### src/rtl/noc_arb_pkg.sv
// Shared types and helpers for the NoC priority arbiter.
//
// Contents:
//   arb_mode_t  - arbitration mode encoding. Code 3 is treated as round-robin by the arbiter.
//   arb_state_t - packet-lock FSM states.
//   clog2_min1  - $clog2 that never returns 0, so that id fields stay at least one bit wide.
package noc_arb_pkg;

    typedef enum logic [1:0] {
        ARB_FIXED = 2'd0,
        ARB_RR    = 2'd1,
        ARB_AGE   = 2'd2
    } arb_mode_t;

    typedef enum logic {
        ARB_IDLE   = 1'b0,
        ARB_LOCKED = 1'b1
    } arb_state_t;

    function automatic int unsigned clog2_min1(input int unsigned n);
        return (n > 1) ? $clog2(n) : 1;
    endfunction

endpackage

### src/rtl/arb_rr_pick.sv
// Round-robin pick: a masked priority encoder with wrap-around.
//
// Returns the first set bit of req strictly after index start, wrapping from N-1 back to 0.
// The start index itself is considered last.
//
// Ports:
//   req      in  N   request vector
//   start    in  IW  index of the previous grant
//   grant_id out IW  selected index (0 when req is empty)
//   any      out 1   at least one request present
module arb_rr_pick #(
    parameter int unsigned N = 4,
    localparam int unsigned IW = (N > 1) ? $clog2(N) : 1
) (
    input  logic [N-1:0]  req,
    input  logic [IW-1:0] start,
    output logic [IW-1:0] grant_id,
    output logic          any
);

    // Scan from the farthest offset down to the nearest, so the nearest hit overwrites the others.
    always_comb begin
        grant_id = '0;
        for (int off = N; off >= 1; off--) begin
            int idx;
            idx = (int'(start) + off) % N;
            if (req[IW'(idx)]) begin
                grant_id = IW'(idx);
            end
        end
    end

    assign any = |req;

endmodule

### src/rtl/noc_priority_arbiter.sv
// N-channel packet arbiter that merges per-node beat streams into one registered output stage.
//
// The arbitration mode is fixed-priority, round-robin or aged-priority, and it is selected at
// each packet decision. The winner owns the output until it sends its last beat. Per-channel
// age counters count lost arbitrations. In aged mode, a channel whose age has saturated is
// promoted above every static priority.
//
// Ports:
//   clk, res       clock (rising edge) and asynchronous active-high reset
//   mode           0 fixed, 1 round-robin, 2 aged, 3 round-robin
//   req_valid      per-channel beat valid
//   req_data       per-channel payload, channel i at [i*DATA_W +: DATA_W]
//   req_last       per-channel last-beat marker
//   req_prio       per-channel static priority, channel i at [i*PRIO_W +: PRIO_W]
//   req_ready      per-channel accept (only the owner, only while LOCKED)
//   out_valid/out_data/out_last/out_id  registered output beat, tagged with its source channel
//   out_ready      downstream accept
//   starve_flag    channel age has reached AGE_MAX
module noc_priority_arbiter
    import noc_arb_pkg::*;
#(
    parameter int unsigned NUM_CH  = 16,
    parameter int unsigned DATA_W  = 32,
    parameter int unsigned PRIO_W  = 2,
    parameter int unsigned AGE_MAX = 15,
    localparam int unsigned CH_W   = clog2_min1(NUM_CH),
    localparam int unsigned AGE_W  = $clog2(AGE_MAX + 1)
) (
    input  logic                     clk,
    input  logic                     res,
    input  logic [1:0]               mode,
    input  logic [NUM_CH-1:0]        req_valid,
    input  logic [NUM_CH*DATA_W-1:0] req_data,
    input  logic [NUM_CH-1:0]        req_last,
    input  logic [NUM_CH*PRIO_W-1:0] req_prio,
    output logic [NUM_CH-1:0]        req_ready,
    output logic                     out_valid,
    output logic [DATA_W-1:0]        out_data,
    output logic                     out_last,
    output logic [CH_W-1:0]          out_id,
    input  logic                     out_ready,
    output logic [NUM_CH-1:0]        starve_flag
);

    localparam int unsigned EP_W = PRIO_W + 1;

    arb_state_t      state_q, state_d;
    logic [CH_W-1:0] owner_q, owner_d;
    logic [CH_W-1:0] last_grant_q, last_grant_d;
    logic [AGE_W-1:0] age_q [NUM_CH];

    logic             out_valid_q, out_last_q;
    logic [DATA_W-1:0] out_data_q;
    logic [CH_W-1:0]  out_id_q;

    // ---------------------------------------------------------------------------------------
    // Aged-priority candidate set: valid channels at the highest effective priority.
    // ---------------------------------------------------------------------------------------
    logic [EP_W-1:0]   eff_prio [NUM_CH];
    logic [EP_W-1:0]   max_prio;
    logic [NUM_CH-1:0] top_req;

    always_comb begin
        max_prio = '0;
        for (int i = 0; i < NUM_CH; i++) begin
            if (starve_flag[i]) begin
                eff_prio[i] = {1'b1, {PRIO_W{1'b0}}};
            end else begin
                eff_prio[i] = {1'b0, req_prio[i*PRIO_W +: PRIO_W]};
            end
            if (req_valid[i] && (eff_prio[i] > max_prio)) begin
                max_prio = eff_prio[i];
            end
        end
        for (int i = 0; i < NUM_CH; i++) begin
            top_req[i] = req_valid[i] && (eff_prio[i] == max_prio);
        end
    end

    // ---------------------------------------------------------------------------------------
    // Pickers. Fixed priority is round-robin starting after the top index, which yields the
    // lowest set index.
    // ---------------------------------------------------------------------------------------
    logic [CH_W-1:0] fix_id, rr_id, age_id, win_id;
    logic            fix_any, rr_any, age_any, win_any;

    arb_rr_pick #(.N(NUM_CH)) u_pick_fixed (
        .req      (req_valid),
        .start    (CH_W'(NUM_CH - 1)),
        .grant_id (fix_id),
        .any      (fix_any)
    );

    arb_rr_pick #(.N(NUM_CH)) u_pick_rr (
        .req      (req_valid),
        .start    (last_grant_q),
        .grant_id (rr_id),
        .any      (rr_any)
    );

    arb_rr_pick #(.N(NUM_CH)) u_pick_age (
        .req      (top_req),
        .start    (last_grant_q),
        .grant_id (age_id),
        .any      (age_any)
    );

    always_comb begin
        case (arb_mode_t'(mode))
            ARB_FIXED: begin
                win_id  = fix_id;
                win_any = fix_any;
            end
            ARB_AGE: begin
                win_id  = age_id;
                win_any = age_any;
            end
            default: begin
                win_id  = rr_id;
                win_any = rr_any;
            end
        endcase
    end

    // ---------------------------------------------------------------------------------------
    // Owner beat select and handshake.
    // ---------------------------------------------------------------------------------------
    logic              can_load, accept, grant_event;
    logic              sel_valid, sel_last;
    logic [DATA_W-1:0] sel_data;

    always_comb begin
        sel_valid = 1'b0;
        sel_last  = 1'b0;
        sel_data  = '0;
        for (int i = 0; i < NUM_CH; i++) begin
            if (owner_q == CH_W'(i)) begin
                sel_valid = req_valid[i];
                sel_last  = req_last[i];
                sel_data  = req_data[i*DATA_W +: DATA_W];
            end
        end
    end

    assign can_load    = !out_valid_q || out_ready;
    assign accept      = (state_q == ARB_LOCKED) && sel_valid && can_load;
    assign grant_event = (state_q == ARB_IDLE) && win_any;

    // ---------------------------------------------------------------------------------------
    // FSM: state register, next-state logic, output logic.
    // ---------------------------------------------------------------------------------------
    always_ff @(posedge clk or posedge res) begin
        if (res) begin
            state_q      <= ARB_IDLE;
            owner_q      <= '0;
            last_grant_q <= CH_W'(NUM_CH - 1);
        end else begin
            state_q      <= state_d;
            owner_q      <= owner_d;
            last_grant_q <= last_grant_d;
        end
    end

    always_comb begin
        state_d      = state_q;
        owner_d      = owner_q;
        last_grant_d = last_grant_q;
        unique case (state_q)
            ARB_IDLE: begin
                if (win_any) begin
                    state_d      = ARB_LOCKED;
                    owner_d      = win_id;
                    last_grant_d = win_id;
                end
            end
            ARB_LOCKED: begin
                // An owner that drops valid mid-packet simply keeps the lock.
                if (accept && sel_last) begin
                    state_d = ARB_IDLE;
                end
            end
            default: state_d = ARB_IDLE;
        endcase
    end

    always_comb begin
        req_ready = '0;
        for (int i = 0; i < NUM_CH; i++) begin
            req_ready[i] = (state_q == ARB_LOCKED) && (owner_q == CH_W'(i)) && can_load;
        end
    end

    // ---------------------------------------------------------------------------------------
    // Output register. A reload wins over a drain in the same cycle.
    // ---------------------------------------------------------------------------------------
    always_ff @(posedge clk or posedge res) begin
        if (res) begin
            out_valid_q <= 1'b0;
            out_data_q  <= '0;
            out_last_q  <= 1'b0;
            out_id_q    <= '0;
        end else if (accept) begin
            out_valid_q <= 1'b1;
            out_data_q  <= sel_data;
            out_last_q  <= sel_last;
            out_id_q    <= owner_q;
        end else if (out_ready) begin
            out_valid_q <= 1'b0;
        end
    end

    assign out_valid = out_valid_q;
    assign out_data  = out_data_q;
    assign out_last  = out_last_q;
    assign out_id    = out_id_q;

    // ---------------------------------------------------------------------------------------
    // Age counters. An idle channel forgets its wait immediately. A waiting channel ages only
    // when it loses a decision.
    // ---------------------------------------------------------------------------------------
    always_ff @(posedge clk or posedge res) begin
        if (res) begin
            for (int i = 0; i < NUM_CH; i++) begin
                age_q[i] <= '0;
            end
        end else begin
            for (int i = 0; i < NUM_CH; i++) begin
                if (!req_valid[i]) begin
                    age_q[i] <= '0;
                end else if (grant_event) begin
                    if (win_id == CH_W'(i)) begin
                        age_q[i] <= '0;
                    end else if (age_q[i] != AGE_W'(AGE_MAX)) begin
                        age_q[i] <= age_q[i] + 1'b1;
                    end
                end
            end
        end
    end

    always_comb begin
        for (int i = 0; i < NUM_CH; i++) begin
            starve_flag[i] = (age_q[i] == AGE_W'(AGE_MAX));
        end
    end

endmodule
### config.mk
export PLATFORM = sky130hd
export DESIGN_NAME = noc_priority_arbiter
export DESIGN_NICKNAME = d
export VERILOG_FILES = /design/src/rtl/noc_arb_pkg.sv /design/src/rtl/arb_rr_pick.sv /design/src/rtl/noc_priority_arbiter.sv
export SDC_FILE = /design/constraint.sdc
export NUM_CORES = 1
export LEC_CHECK = 0
export ABC_AREA = 1
export BUFFER_PORTS_ARGS = -buffer_cell sky130_fd_sc_hd__buf_4
export CORE_AREA = 3 3 254 256
export CTS_CLUSTER_DIAMETER = 50
export CTS_CLUSTER_SIZE = 25
export DETAILED_ROUTE_END_ITERATION = 10
export DIE_AREA = 0 0 257 259
export GPL_TIMING_DRIVEN = 0
export PLACE_DENSITY_LB_ADDON = 0.2
export SYNTH_ARGS = -nofsm -noshare
export SYNTH_HDL_FRONTEND = slang
export SYNTH_HIERARCHICAL = 1
export SYNTH_SLANG_ARGS = --single-unit
### constraint.sdc
create_clock -name clk -period 23.3 [get_ports clk]
set_input_delay 4.66 -clock clk [delete_from_list [all_inputs] [get_ports clk]]
set_output_delay 4.66 -clock clk [all_outputs]
set_load 0.02 [all_outputs]
Word-level counts from Yosys, hierarchy flattened --
Cells that the tools add are included.
Storage, ports and cells: RAM bits 0, register bits 111, input port bits 581, memories kept 0, ROM bits 0, latch bits 0, output and inout port bits 70, logic and storage cells 579
Cells by class: equality and inequality tests 111, bitwise gates (word level) 1, $add $sub $neg 32, divide/modulo/power cells 0, shift operators 0, muxes and demuxes 287, reductions and logical operators 93, order comparisons 32, multipliers 0
Operator list (count):
- 2-to-1 mux 32 bit | 16
- 2-to-1 mux 4 bit | 104
- binary-select mux 1 bit (select 4 bit) | 32
- == test 4 bit (second input constant) | 32
- 2-to-1 mux 1 bit | 101
- < comparator 4 x 6 -> 1 bit (second input constant) | 16
- 2-to-1 mux 3 bit | 32
- adder 4 x 1 -> 4 bit (second input constant) | 18
- logical AND 1 bit | 68
- inequality test 4 bit (second input constant) | 16
- == test 3 bit | 16
- inequality test 3 x 1 -> 1 bit (second input constant) | 16
- greater-than comparator 3 bit | 15
- AND reduction 2 bit | 17
- adder 4 bit (second input constant) | 8
- == test 4 x 3 -> 1 bit (second input constant) | 8
- inequality test 2 x 1 -> 1 bit (second input constant) | 16
- OR reduction 16 bit | 2
- adder 4 x 3 -> 4 bit (second input constant) | 4
- == test 4 x 2 -> 1 bit (second input constant) | 4
- adder 4 x 2 -> 4 bit (second input constant) | 2
- == test 4 x 1 -> 1 bit (second input constant) | 2
- logical NOT 4 bit | 2
- one-hot mux 4 bit (2 select lines) | 1
- 8 further kinds | 8

Logic depth before layout (Yosys ltp) --
word-level depth 76, mapped depth 155, gate-level depth less buffers 154

Hierarchy --
The synthesis kept the hierarchy.
Modules (own cells, without submodules):
- noc_priority_arbiter | cells an instance 1896, area each 11614.9 µm², instances 1, seq. area each 2782.7 µm²
- arb_rr_pick | cells an instance 350, area each 1647.8 µm², instances 3, seq. area each 0.0 µm²

Worst setup path after synthesis --
Ideal clock, no wire load.
path type input to register, from input port req_valid[0], to register age_q[11] in the netlist's numbering, stages on the path 136, required time 23235 ps, path buffers 1, arrival time 22185 ps, path slack 1050 ps, setup time 65 ps, cells stage by stage inv_2 > nor2_2 > inv_1 > ha_1 > a21oi_1 > nand2_1 > nand2_2 > nor2_1 > a21oi_1 > inv_1 > ha_1 > o21ai_1 > nand3_1 > nand3_2 > nand2_1 > o21ai_0 > inv_1 > ha_1 > (+100 left out) > nand2_1 > nand2_1 > nand2_1 > nand2_1 > nand2_1 > nand2_1 > a21oi_2 > o21a_1 > inv_1 > nor2_1 > inv_1 > nor2_1 > inv_1 > a21oi_1 > or2_2 > nand4_1 > a221oi_1 > o21a_1
Between the ends: cells in the longest elaborated chain, start to end 73, elaborated cells on any way between the ends 220, classes of those cells order compare: 15; eq/ne: 19; mux: 150; reduce/logical: 36
RTL lines:
- start: declaration | line noc_priority_arbiter.sv:32 | input logic [NUM_CH-1:0] req_valid,
- logical AND 1 bit * | line noc_priority_arbiter.sv:71 | if (req_valid[i] && (eff_prio[i] > max_prio)) begin
- 2-to-1 mux 3 bit * | line noc_priority_arbiter.sv:71
- greater-than comparator 3 bit | line noc_priority_arbiter.sv:71
- logical AND 1 bit | line noc_priority_arbiter.sv:71
- 2-to-1 mux 3 bit * | line noc_priority_arbiter.sv:71
- greater-than comparator 3 bit | line noc_priority_arbiter.sv:71
- logical AND 1 bit | line noc_priority_arbiter.sv:71
- 2-to-1 mux 3 bit * | line noc_priority_arbiter.sv:71
- (+41 left out)
- named net top_req[2] | line noc_priority_arbiter.sv:61 | logic [NUM_CH-1:0] top_req;
- (+3 left out)
- 2-to-1 mux 4 bit (15 in series) | line arb_rr_pick.sv:27 | if (req[IW'(idx)]) begin
- 2-to-1 mux 4 bit * | line arb_rr_pick.sv:27
- named net age_id[0] | line noc_priority_arbiter.sv:84 | logic [CH_W-1:0] fix_id, rr_id, age_id, win_id;
- one-hot mux 4 bit (2 select lines) * | line noc_priority_arbiter.sv:109 | case (arb_mode_t'(mode))
- == test 4 bit * | line noc_priority_arbiter.sv:231 | if (win_id == CH_W'(i)) begin
- 2-to-1 mux 4 bit | line noc_priority_arbiter.sv:231
- 2-to-1 mux 4 bit | line noc_priority_arbiter.sv:230 | end else if (grant_event) begin
- 2-to-1 mux 4 bit | line noc_priority_arbiter.sv:228 | if (!req_valid[i]) begin
- end signal: indexed assignment | line noc_priority_arbiter.sv:234 | age_q[i] <= age_q[i] + 1'b1;
- end: declaration | line noc_priority_arbiter.sv:50 | logic [AGE_W-1:0] age_q [NUM_CH];
Mark *: on every way through the listed nets, which the timed path passes. The rest lies on a longest branch. The select of a mux whose other input is x is not followed. A chain may end at the register's enable or synchronous reset.

Worst setup path after layout --
Same ends and word-level chain as after synthesis.

==> impl_metrics.ini <==
[hold_path]
hold_path.class = flip-flop to flip-flop

[die]
die_h_um = 259
core_um2 = 62700
die_x_um = 257
core.rowCount = 92
start_util_pct = 26.4
io-pin-count = 651
dieArea_um2 = 66600

[setup_path]
crit_slowest_cell = ha_1
startpoint_type = primary input
cp_slowest_stage_delay_ns = 0.32
critPathMaxFanout = 10
path_class = primary input to flip-flop
cp-end-kind = flip-flop
cp_common_cell = nand2_2
cp.required_ns = 23.63
worstPathArrival_ns = 22.70
rrSetupSlack_ns = 4.48

[logic_synthesis]
syn_inst = 2946
synth.distinct_cells = 57
yosysSeqAreaShare_pct = 16.8
synth_area_per_cell_um2 = 5.62
synth_area_um2 = 16600
yosysMostFrequentCell = nand2_1
synth-seq-cells = 111
yosysWarnings = 6
yosys-top-cells-count = nand2_1, nand3_1, inv_1
netlist.area_leader.share_pct = 22.0
synthArstFlopShare_pct = 100
synth.largest_area_cell = nand2_1
ys_top_cells_by_area = nand2_1, dfrtp_1, nand3_1
synth_flop_cell = dfrtp_1
synth_edf_count = 0

[finish]
instances_no_fill = 4527
drive_gt1_share_pct = 27.6
final_net_count = 4292
syn_to_final_growth_pct = 45.4
nFillCells = 7040

[timing]
tightestPinTransition_ns = 1.19
hold_viol_final = 0
slew_viol_final = 0
setup_viol_count_final = 0
fin_skew_ns = 0.0175
relSlewSlack_pct = 20.7
tns_ns = 0
fmax_ghz = 0.0447
layout_min_cycle_time_ns = 22.37
finalCritPeriodShare_pct = 96.0

[clock_network]
cts_sinks = 111
max-clock-path-buffers = 2
cts_max_level = 3
ctsHoldBuffers = 0
cts_tree = yes
cts-root-buf = clkbuf_16
clk_pin_slew_ns = 0.08
clk_latency_ns = 0.39
cts_buffers = 9

[global_route]
grt_pass1_vias = 22200
grt_remaining_overflow = 0
grt.total_usage_pct = 33.9
grt_pass1_wl_mm = 162
antenna_found_initial = 44
grt_max_degree = 79

[pwr]
leakage_nw = 12.2
peakVddDrop_mv = 0.0748
p_per_area_nw_per_um2 = 161

[detailed_routing]
totalWireLength_mm = 119
vias = 24000
viasPerCell = 5.31
wl_per_cell_um = 26.4
drc = 0
ant_nets = 0
drtIter0Drc = 2455
dr.pass1.iters = 6

[outcome]
outcome = finished clean

[placement]
dp_cells = 4458
place_congestion = 1.05
dpl.hpwl_mm = 101
port_buffers = 650

[run]
cap_viol_max_count = 0
power breakdown:
group | total (mW) | internal (mW) | switching (mW)
clock network | 0.179 | 0.0871 | 0.0916
registers | 0.321 | 0.260 | 0.0614
logic | 3.38 | 1.07 | 2.31
state kept, by name, summed over array words and instances (netlist names):
register	cells
out_id	4
out_last	1
last_grant_q	4
state_q	1
owner_q	4
out_valid	1
out_data	32
age_q	64
critical path, delay by kind of cell:
| family | cells | cell delay, ns |
|---|---|---|
| simple gates | 73 | 6.27 |
| compound gates | 33 | 5.73 |
| fa+ha+maj | 15 | 3.80 |
| buf+inv | 23 | 2.18 |
cells by family (layout without fill, tap and decap cells):
group | Yosys count | in the layout | share of synthesized area [%]
muxes | 3 | 3 | 0.189
and+or+nand+nor | 1763 | 1763 | 47.1
buffers and inverters | 418 | 1115 | 10.2
adders and majority gates | 58 | 58 | 4.38
AOI/OAI and AO/OA | 544 | 544 | 18.6
other | 1 | 39 | 0.0226
xor gates and xnor gates | 48 | 48 | 2.67
DFF | 111 | 111 | 16.8
stage by stage:
step	total power [mW]	area, um2	worst slack [ns]	hold WS, ns	utilization, %
5_1_grt	4.19	24100	-0.401	0.494	38.3
3_5_place_dp	3.37	22600	-3.08	0.453	36.0
6_report	3.88	24100	0.933	0.474	38.4
2_1_floorplan	2.27	16600	1.05	0.432	-
3_3_place_gp	3.38	22600	-3.01	0.457	35.9
4_1_cts	3.63	23200	0.0171	0.471	36.9
routing by layer:
layer  track usage (%)  routed length, um  part of all wire [%]
met4              13.6               5130                   4.3
met5                 0                133                  0.11
met1              43.7              49900                    42
met2              52.5              52500                    44
met3              10.9              11800                   9.9
final timing paths:
| kind | start | end | cells past startpoint |
|---|---|---|---|
| worst max-delay path | req_valid[0] | age_q[11] | 144 |
| worst min-delay path | age_q[55] | age_q[55] | 1 |
| worst max register to register | age_q[60] | age_q[11] | 144 |
| worst min register to register | age_q[55] | age_q[55] | 1 |
| max in group asynchronous | res | last_grant_q[1] | 3 |
| min in group asynchronous | res | age_q[15] | 2 |
timing repair:
action                                  CTS  global route
gates resized for setup                  73           161
gates cloned                              0             1
pin swaps                                 6            52
buffers inserted                          7            22
endpoints found under the setup margin   73            73
cell usage in the layout (no fill, tap or decap), drive strengths merged, types with 7 or more instances in the layout:
master   instances
nand2         1027
buf            717
nand3          426
inv            304
a21oi          226
o21ai          207
nor2           153
nand4          117
dfrtp          107
clkbuf          87
ha              58
xor2            38
a221oi          29
diode           23
conb            16
nor4            15
or2             15
o22ai           12
o32ai           12
o21a            11
xnor2           10
o2111ai          8
a22oi            8
nor3             7
cell type report:
type / count / area [um2] / share of cell area [%]
inverter: 304 / 1170 / 4.85
sequential: 111 / 2780 / 11.6
tap: 846 / 1060 / 4.40
multi-input combinational: 2432 / 12900 / 53.8
antenna: 23 / 57.6 / 0.239
timing repair buffer: 681 / 5170 / 21.5
clock buffer: 9 / 225 / 0.935
buffer: 114 / 572 / 2.37
clock inverter: 7 / 98.8 / 0.411
(Power assumes the default switching activity.)
